===== config.mk =====
export PLATFORM = sky130hd
export DESIGN_NAME = gfx_dma_queue
export DESIGN_NICKNAME = d
export VERILOG_FILES = /design/src/rtl/gfx_dma_queue.sv
export SDC_FILE = /design/constraint.sdc
export NUM_CORES = 1
export LEC_CHECK = 0
export BUFFER_PORTS_ARGS = -buffer_cell sky130_fd_sc_hd__buf_2
export CAP_MARGIN = 20
export CORE_UTILIZATION = 62
export CTS_CLUSTER_SIZE = 14
export DETAILED_ROUTE_END_ITERATION = 10
export GPL_ROUTABILITY_DRIVEN = 0
export PLACE_DENSITY = 0.79
export SLEW_MARGIN = 0
export SYNTH_ARGS = -nofsm -noshare
export SYNTH_HDL_FRONTEND = slang
export SYNTH_SLANG_ARGS = --single-unit

===== constraint.sdc =====
create_clock -name i_clk -period 4.3 [get_ports i_clk]
set_input_delay 0.86 -clock i_clk [delete_from_list [all_inputs] [get_ports i_clk]]
set_output_delay 0.86 -clock i_clk [all_outputs]
set_load 0.03 [all_outputs]

===== src/rtl/gfx_dma_queue.sv =====
`timescale 1ns/1ps
// gfx_dma_queue: CPU-staged 8-byte blit descriptors, queued and replayed into gfx_dma's register port.
// Define GFX_DMA_QUEUE_IRQ_EN to add the active-low queue-drained interrupt o_irq_b.
module gfx_dma_queue #(
  parameter int unsigned DepthLog2    = 2,
  parameter int unsigned StartTimeout = 15
) (
  input  logic       i_clk,
  input  logic       i_rst,
  input  logic       i_ce_b,
  input  logic       i_we_b,
  input  logic [3:0] i_addr,
  input  logic [7:0] i_data,
  output logic [7:0] o_status,
  output logic       o_dma_ce_b,
  output logic       o_dma_we_b,
  output logic [2:0] o_dma_addr,
  output logic [7:0] o_dma_data,
`ifdef GFX_DMA_QUEUE_IRQ_EN
  output logic       o_irq_b,
`endif
  input  logic       i_dma_active
);

  localparam int unsigned Depth = 1 << DepthLog2;
  localparam int unsigned CW    = DepthLog2 + 1;
  localparam int unsigned TW    = $clog2(StartTimeout + 1);
  localparam logic [TW-1:0] TmrLast = TW'(StartTimeout - 1);

  typedef enum logic [2:0] {IDLE, SETUP, STROBE, HOLD, WAIT_START, WAIT_DONE} state_t;

  state_t              state, state_nxt;
  logic [2:0]          k, k_nxt;
  logic [TW-1:0]       tmr, tmr_nxt;

  logic [7:0]          stage [8];
  logic [7:0]          mem [Depth][8];
  logic [DepthLog2-1:0] wr_ptr, rd_ptr;
  logic [CW-1:0]       count;
  logic [2:0]          count_sat;
  logic                overflow, timeout_err;

  logic wr_req, wr_prev, wr_cap, commit, ctrl_wr;
  logic full, empty, push, pop, to_set, busy;

  // One capture per strobe: act only on the first cycle the write condition is seen.
  assign wr_req  = ~i_ce_b & ~i_we_b;
  assign wr_cap  = wr_req & ~wr_prev;
  assign commit  = wr_cap && (i_addr == 4'd7);
  assign ctrl_wr = wr_cap && (i_addr == 4'd8);

  assign full  = (count == CW'(Depth));
  assign empty = (count == '0);
  assign push  = commit && (!full || pop);
  assign busy  = (state != IDLE);

  assign count_sat = (32'(count) > 32'd7) ? 3'd7 : 3'(32'(count));
  assign o_status  = {busy, empty, full, overflow, timeout_err, count_sat};

  always_ff @(posedge i_clk) begin
    if (i_rst) begin
      wr_prev     <= 1'b0;
      stage       <= '{default: '0};
      wr_ptr      <= '0;
      rd_ptr      <= '0;
      count       <= '0;
      overflow    <= 1'b0;
      timeout_err <= 1'b0;
    end else begin
      wr_prev <= wr_req;
      if (wr_cap && !i_addr[3]) stage[i_addr[2:0]] <= i_data;
      if (push) wr_ptr <= wr_ptr + DepthLog2'(1);
      if (pop)  rd_ptr <= rd_ptr + DepthLog2'(1);
      case ({push, pop})
        2'b10:   count <= count + CW'(1);
        2'b01:   count <= count - CW'(1);
        default: ;
      endcase
      if (ctrl_wr) begin
        overflow    <= 1'b0;
        timeout_err <= 1'b0;
      end
      if (commit && full && !pop) overflow <= 1'b1;
      if (to_set) timeout_err <= 1'b1;
    end
  end

  // Byte 7 comes straight from the bus so the commit edge stores the complete descriptor.
  always_ff @(posedge i_clk) begin
    if (push) mem[wr_ptr] <= '{stage[0], stage[1], stage[2], stage[3],
                               stage[4], stage[5], stage[6], i_data};
  end

  always_ff @(posedge i_clk) begin
    if (i_rst) begin
      state <= IDLE;
      k     <= '0;
      tmr   <= '0;
    end else begin
      state <= state_nxt;
      k     <= k_nxt;
      tmr   <= tmr_nxt;
    end
  end

  always_comb begin
    state_nxt  = state;
    k_nxt      = k;
    tmr_nxt    = tmr;
    pop        = 1'b0;
    to_set     = 1'b0;
    o_dma_ce_b = 1'b1;
    o_dma_we_b = 1'b1;
    o_dma_addr = '0;
    o_dma_data = '0;
    case (state)
      IDLE: begin
        if (!empty) begin
          k_nxt     = '0;
          state_nxt = SETUP;
        end
      end
      SETUP: begin
        o_dma_ce_b = 1'b0;
        o_dma_addr = k;
        o_dma_data = mem[rd_ptr][k];
        state_nxt  = STROBE;
      end
      STROBE: begin
        o_dma_ce_b = 1'b0;
        o_dma_we_b = 1'b0;
        o_dma_addr = k;
        o_dma_data = mem[rd_ptr][k];
        state_nxt  = HOLD;
      end
      HOLD: begin
        o_dma_ce_b = 1'b0;
        o_dma_addr = k;
        o_dma_data = mem[rd_ptr][k];
        if (k == 3'd7) begin
          tmr_nxt   = '0;
          state_nxt = WAIT_START;
        end else begin
          k_nxt     = k + 3'd1;
          state_nxt = SETUP;
        end
      end
      WAIT_START: begin
        if (i_dma_active) begin
          state_nxt = WAIT_DONE;
        end else if (tmr == TmrLast) begin
          to_set    = 1'b1;
          pop       = 1'b1;
          state_nxt = IDLE;
        end else begin
          tmr_nxt = tmr + TW'(1);
        end
      end
      WAIT_DONE: begin
        if (!i_dma_active) begin
          pop       = 1'b1;
          state_nxt = IDLE;
        end
      end
      default: state_nxt = IDLE;
    endcase
  end

`ifdef GFX_DMA_QUEUE_IRQ_EN
  always_ff @(posedge i_clk) begin
    if (i_rst)                                     o_irq_b <= 1'b1;
    else if (pop && !push && count == CW'(1))      o_irq_b <= 1'b0;
    else if (ctrl_wr || commit)                    o_irq_b <= 1'b1;
  end
`endif

endmodule


; ---- Word-level counts from Yosys, hierarchy flattened
; Memories as Yosys holds them, arrays and structs flattened. A register that Yosys moved wholly into a read port is not among the register bits.
; Cells that the tools add are included.
[word_totals]
register_bits = 84
mem_bits_rw = 256
inputBits = 17
out_inout_bits = 21
word_cells = 112
memories = 1
[memory_table]
columns = name, words, word_bits, rd, rd_clocked_by_memory_dff, wr, line
row1 = mem, 4, 64, 1, 1, 1, 37  ; logic [7:0] mem [Depth][8];
[classes]
addsub = 6
order_cmp = 3
eq_ne = 19
n_mux = 36
n_bitwise = 7
n_reduce_logical = 23
[op_table]
columns = operator, n
row1 = $bwmux 64, 1
row2 = $mux 8, 4
row3 = $bmux 8 s3, 1
row4 = $demux 8 s3, 1
row5 = $mux 3, 8
row6 = $pmux 3 s6, 1
row7 = $eq 3x3->1 const B, 4
row8 = $mux 4, 3
row9 = $ne 2x2->1 const B, 6
row10 = $pmux 3 s2, 2
row11 = $mux 1, 11
row12 = $reduce_bool 2->1, 5
row13 = $eq 4x4->1 const B, 2
row14 = $ge 4x4->1 const B, 2
row15 = $not 3->4, 2
row16 = $pmux 4 s2, 1
row17 = $logic_and 1x1->1, 7
row18 = $add 3x1->3 const B, 2
row19 = $eq 3x2->1 const B, 2
row20 = $logic_not 3->1, 2
row21 = $reduce_and 3->1, 2
row22 = $add 2x1->2 const B, 2
row23 = $add 4x1->4 const B, 1
row24 = $eq 4x3->1 const B, 1
row25 = other kinds (15), 21

; ---- Logic depth before layout (Yosys ltp)
; Gate-level depths: netlist of run 1.
[logic_depth]
depth_word = 8
mapped_depth = 12
depth_no_buf = 12

; ---- Worst setup path after synthesis of run 1
; Ideal clock, no wire load.
[synth_timing]
kind = input to register
from = in i_we_b
to = mem mem[0][0] in the netlist's numbering, enable pin
setup_ps = 429
arrival_ps = 3274
required_ps = 3871
setup_slack_ps = 598
stages = 4
path_buffers = 0
cell_sequence = nor3_1 > nand2_1 > a211oi_2 > and2_1
[synth_via]
elab_chain_cells = 7
[synth_rtl]
columns = element, line
row1 = start: declaration, 11  ; input logic i_we_b,
row2 = $not 1->1, 47  ; assign wr_req = ~i_ce_b & ~i_we_b;
row3 = $and 1x1->1, 47
row4 = $and 1x1->1, 48  ; assign wr_cap = wr_req & ~wr_prev;
row5 = $logic_and 1x1->1, 49  ; assign commit = wr_cap && (i_addr == 4'd7);
row6 = $logic_and 1x1->1, 54  ; assign push = commit && (!full || pop);
row7 = $mux 1, 90  ; if (push) mem[wr_ptr] <= '{stage[0], stage[1], stage[2], stage[3],
row8 = $mux 1 (not written as such), 90
row9 = end: declaration, 37
; Every way passes these cells.

==> results.md, run 1 <==
- Die ar.: 21600 sq um
- Pre-CTS setup slack: ~0.96 ns
- CTS sink count: 334
- Post-Synth XOR/XNOR Area: 0.336%
- Worst setup SP type: flop
- Final Hold Fails: 0
- Static Leak: approximately 0.0047 uW
- Setup crit end kind: primary output
- Core area: 20400 sq um
- Port Buffers: 37
- Largest family of logic cells by synthesized area: multiplexers
- Area contributors post-synth: edfxtp_1, dfxtp_1, mux4_2
- Top-count cell post-synth: edfxtp_1
- Max Clk Rate: ~260 MHz
- Fillers: 1261
- Cell Pwr Density: between 400 and 500 nW/um^2
- Initial DRC count: 655
- Critical R2R Launch: wr_prev
- Clk_lat worst skew: between 0.5 and 0.6 ns
- WP data required: 3.44 ns
- Metal1 wirelength: roughly 10000 microns
- Synth Area in Compound Gates: 2.80%
- CTS root buf: clkbuf_16
- Synthesized area per cell: approximately 17 sq um
- Total track usage: approximately a quarter
- Hold Crit Start: timeout_err
- Area share of the largest cell type after synthesis: about three fifths
- Async SR Flop Fraction: 0%
- Largest area contributor in the netlist: edfxtp_1
- Post_cts resized: 0
- Slew Limit Fails: 0
- Routed WL: 26100 microns
- Synth Cell Area: 13000 sq um
- Setup TNS: 0 ns
- Final setup fails: 0
- Unrepaired setup endpoints after global routing: false
- Drt via density: 6.24
- Final Critical Period: 3.84 ns
- Worst min path class: flop to flop
- Layout net count: 831
- DRC Markers: 0
- DIE HEIGHT: 147 microns
- Final Cycle Share: 89.2%
- Worst slew margin: 32.3%
- Total of max-cap violations: 0
- DP HPWL: approximately 16000 microns
- Pre-antenna DRT Iters: 5
- Crit path DAT: about 3.0 ns
- Synthesized instance count: roughly 760
- Adder-cell share of the synthesized area: under 10%
- Worst-margin pin slew: between 1 and 1.5 ns
- Primary FF master, synth: edfxtp_1
- Antenna violations before repair: 1
- Ys Warns: 0
- Simple-gate share of the synthesized area: under 10%
- Area Growth Syn to Fin: 11.4%
- Multiplexer area fraction after synthesis: about 17%
- Pin count of the biggest net entering global routing: 48
- Uppermost layer routed: met5
- Top Ports: 38
- Diode count: 0
- Clock transition at path regs: 0.06 ns
- Setup slack after layout: roughly 0.46 ns
- CTS H-Tree Depth: 1
- Status: finished clean
- Critical path class: flop to primary output
- CP max FO: 47
- Total congestion overflow: 0
- ANT nets after route: 0
- WL/cell: about 24 microns
- Yosys reg bits: 334
- Number of flops mapped to enable cells by yosys: 256
- Yosys cell types: 47
- First-pass GRT wire length: 40400 microns
- Net count after synthesis: 783
- Via Count: 6848
- Clock buffer count from CTS: 31
- DR WL met3: 2200 microns
- Row count: 52
- Clk_skew: between 0.01 and 0.015 ns
- CTS tree: done
- Post-synthesis sequential area ratio: around 71%
- Clock buffer depth: 3
- Via count of the first global-routing pass: 7075
- Number of setup buffers added after CTS: 0
- Die W: between 100 and 150 microns
- Hold_buf cts: 0
- Worst VDD drop: 0.371 mV
- DR WL met2: 13300 microns
- Layout cells sized above 1: 21.5%
- Initial core utilization: around 64%
- Synth cell count leaders: edfxtp_1, mux2i_1, dfxtp_1
power by group:
group	leakage (uW)	switching [uW]	internal [uW]
sequential	0.00278	16.4	3440
combinational	0.00149	132	47.5
clock	0.000478	1090	1560
total	0.00474	1240	5050
critical path: stages, from the launching register on:
cell,delay (ns)
dfxtp_4,0.79
buf_4,0.36
mux4_2,0.34
mux4_2,0.48
o22ai_1,0.16
nor3_1,0.10
buf_2,0.19
metal layers:
layer	up-vias	global-route usage, %
met2	306	43.3
met1	3458	33.2
met5	-	0
li1	3030	-
met4	2	8.35
met3	52	4.19
stage by stage:
| stage | instances | cell area [sq um] | power, uW | hold slack (ns) | util, % |
|---|---|---|---|---|---|
| 2_1_floorplan | 756 | 13000 | 3640 | 0.432 | - |
| 3_3_place_gp | 1041 | 13500 | 3700 | 0.439 | 66.2 |
| 3_5_place_dp | 1041 | 13500 | 3710 | 0.444 | 66.2 |
| 4_1_cts | 1097 | 14500 | 6320 | 0.453 | 71.0 |
| 5_1_grt | 1097 | 14500 | 6460 | 0.497 | 71.0 |
| 6_report | 1097 | 14500 | 6290 | 0.452 | 71.0 |
logic make-up (layout without fill, tap and decap cells):
family          Yosys count  in the layout
compound gates           57             57
xor+xnor                  5              5
fa+ha+maj                10             10
buf+inv                  57            128
flops                   334            334
mux                     154            154
simple gates            139            139
area by class of cell:
| type | count | area [sq um] | area share, % |
|---|---|---|---|
| Sequential cell | 334 | 9260 | 63.8 |
| Clock buffer | 47 | 866 | 5.97 |
| Multi-Input combinational cell | 365 | 3510 | 24.2 |
| Clock inverter | 9 | 120 | 0.828 |
| Inverter | 14 | 52.6 | 0.362 |
| Tap cell | 270 | 338 | 2.33 |
| Timing Repair Buffer | 58 | 368 | 2.54 |
final timing paths:
check	to	cells after the start	slack, ns
setup / recovery	o_dma_data[0]	6	0.46
hold / removal	timeout_err	2	0.45
setup reg to reg	mem[1][24]	5	1.61
hold reg to reg	timeout_err	2	0.45
state kept, by name, summed over array words and instances (netlist names), named ones only:
| register | flops |
|---|---|
| tmr | 4 |
| count | 3 |
| k | 3 |
| state | 3 |
| wr_prev | 1 |
| timeout_err | 1 |
| overflow | 1 |
| rd_ptr | 2 |
| stage | 56 |
| wr_ptr | 2 |
| mem | 256 |
layout by cell type (no fill, tap or decap), types with 2 or more instances in the layout:
master     instances
nor2_1            73
clkinv_1           4
and2_1             3
nand4b_1           3
clkbuf_16         31
nand3b_1           3
mux4_2            56
nor2b_1            3
nand2b_1           3
clkinv_2           2
buf_4             19
buf_12             2
nand2_1           11
a21oi_1           20
mux2i_1           89
inv_1             12
a22oi_1           17
nand3_1            4
xor2_1             3
clkbuf_8           3
or4_1              5
buf_2             37
o31ai_1            2
o21ai_0            4
and2_2             4
xnor2_1            2
o22ai_1            9
bufinv_16          3
dfxtp_1           76
nor3_1            13
ha_1               9
nor4b_2            2
mux2_2             9
clkbuf_1          13
or3_1              4
dfxtp_4            2
edfxtp_1         256
(Power assumes the default switching activity.)
==> inputs of run 2 (changes only) <==
--- a/config.mk
+++ b/config.mk
@@ -11,7 +11,7 @@
 export CTS_CLUSTER_SIZE = 14
 export DETAILED_ROUTE_END_ITERATION = 10
 export GPL_ROUTABILITY_DRIVEN = 0
-export PLACE_DENSITY = 0.79
+export PLACE_DENSITY = 0.86
 export SLEW_MARGIN = 0
 export SYNTH_ARGS = -nofsm -noshare
 export SYNTH_HDL_FRONTEND = slang
==> run 2 against run 1 <==
Against the previous run: setup slack got worse by 0.15 ns; register-to-register slack got worse by 0.30 ns; count of clock-buffer cells in the layout fell by 2; final area fell by 0.22%; critical endpoint unchanged; via count rose by 1.6%; clock skew rose by 0.012 ns; combinational power barely moved; die area did not move; highest routed layer is now met4; largest power group unchanged; maximum frequency fell by 3.8%.
==> results.md, run 2 (synthesized netlist as in run 1, its figures left out) <==
- CTS root buf: clkbuf_16
- DP HPWL: 16500 microns
- Final Critical Period: 3.99 ns
- Via count of the first global-routing pass: 7227
- ANT nets after route: 0
- Worst setup SP type: flop
- Worst VDD drop: 0.247 mV
- Setup slack after layout: 0.314 ns
- Final Cycle Share: 92.7%
- Most frequent cells in the layout: edfxtp_1, mux2i_1, dfxtp_1
- Clock transition at path regs: about 0.06 ns
- Final Hold Fails: 0
- Pin count of the biggest net entering global routing: 54
- Slew Limit Fails: 0
- Area Growth Syn to Fin: 11.2%
- Crit path DAT: between 3 and 4 ns
- Die W: 147 microns
- Drt via density: 6.37
- Hold_buf cts: 0
- Total of max-cap violations: 0
- Critical R2R Launch: wr_prev
- R2r endpoint: mem[2][47]
- CTS H-Tree Depth: 1
- Post_cts resized: 0
- Critical-path cell list: buf_12 > mux4_2 > mux4_2 > o22ai_1 > nor3_1 > buf_2
- Unrepaired setup endpoints after global routing: false
- Clock buffer count from CTS: 30
- Setup crit end kind: primary output
- Reg2Reg Setup Slack: between 1 and 1.5 ns
- Routed WL: ~28000 microns
- DIE HEIGHT: 147 microns
- Core area: slightly above 20000 sq um
- Pre-antenna DRT Iters: 5
- Worst min path class: flop to flop
- Initial core utilization: a little under two thirds
- Diode count: 0
- CP max FO: 32
- Layout net count: 826
- Biggest regs: mem x256, stage x56, tmr x4
- Fillers: 1210
- Clock buffer depth: 3
- Largest stage delay, worst path: 0.62 ns
- Critical path class: flop to primary output
- WHS Endpoint: overflow
- CTS tree: done
- Worst-margin pin slew: 0.983 ns
- Status: finished clean
- CTS sink count: roughly 330
- WP data required: 3.44 ns
- WL/cell: ~25 microns
- Crit path buffers/inverters: 2
- Number of setup buffers added after CTS: 0
- Total congestion overflow: 0
- Max Clk Rate: 251 MHz
- Total track usage: 26.6%
- Hold Crit Start: overflow
- R2R depth: 5
- First-pass GRT wire length: around 42000 microns
- Clk_lat worst skew: 0.55 ns
- Top Ports: 38
- Static Leak: 0.00471 uW
- Worst path slowest cell: dfxtp_4
- WHS Path Cells: 2
- Row count: 52
- Pre-CTS setup slack: 0.838 ns
- DRC Markers: 0
- Worst slew margin: about a third
- Cell repeated most along the worst path: mux4_2
- Port Buffers: 37
- Top reg by flops: mem
- Setup TNS: 0 ns
- Max reg flops: 256
- Die ar.: about 22000 sq um
- Initial DRC count: ~600
- Most common cell after layout, fill and taps aside: edfxtp_1
- Layout cells sized above 1: 21.4%
- Clk_skew: 0.0238 ns
- Cell Pwr Density: 429 nW/um^2
- Crit-path leading delay family: multiplexers
- Via Count: 6957
- Antenna violations before repair: 0
- Final setup fails: 0
run 2: changes by cell type in the layout (fill, tap and decap cells not counted):
| cell | delta |
|---|---|
| buf_12 | +2 |
| buf_4 | -6 |
| bufinv_16 | -2 |
| clkbuf_1 | -5 |
| clkbuf_8 | +3 |
| clkinv_1 | +2 |
| clkinv_2 | +1 |
| clkinv_4 | -1 |
| clkinvlp_4 | +1 |
run 2: per-layer routing:
| layer | vias to the layer above | track usage, % | wire length (microns) |
|---|---|---|---|
| li1 | 3022 | - | - |
| met1 | 3524 | 33.2 | 10200 |
| met2 | 335 | 46.8 | 14400 |
| met3 | 76 | 4.13 | 1930 |
| met4 | 0 | 10.6 | 961 |
| met5 | - | 0 | 0 |
run 2: cell type report:
cell class | instances | area [sq um] | area share [%]
repair buffers | 54 | 363 | 2.51
clock inverters | 10 | 71.3 | 0.493
flip-flops and latches | 334 | 9260 | 63.9
clock buffers | 45 | 888 | 6.14
inverters | 14 | 52.6 | 0.363
well taps | 270 | 338 | 2.33
multi-input cells | 365 | 3510 | 24.2
run 2: report_power, final:
group	internal [uW]	switching, uW
combinational	46.8	133
sequential	3440	17.4
clock	1480	1090
total	4970	1240
run 2: how the worst max path moves through the flow:
stage	startpoint	depth (start not counted)	endpoint
global placement	i_we_b	6	mem[2][44]
global route	flop	6	o_dma_data[0]
floorplan	i_we_b	4	mem[0][0]
detailed placement	i_we_b	6	mem[2][44]
finish	flop	6	o_dma_data[0]
CTS	flop	6	o_dma_data[0]
run 2: worst min-delay path, stage by stage, from the launching register on:
cell     delay [ns]
dfxtp_1        0.31
nand2_1        0.05
a21oi_1        0.06
run 2: stage by stage:
stage / cells / hold slack, ns / power, uW / util [%] / instance area, sq um
6_report: 1092 / 0.469 / 6210 / 70.9 / 14500
5_1_grt: 1092 / 0.491 / 6370 / 70.9 / 14500
4_1_cts: 1092 / 0.469 / 6240 / 70.9 / 14500
3_5_place_dp: 1037 / 0.460 / 3710 / 66.2 / 13500
3_3_place_gp: 1037 / 0.438 / 3700 / 66.2 / 13500
2_1_floorplan: 756 / 0.432 / 3640 / - / 13000
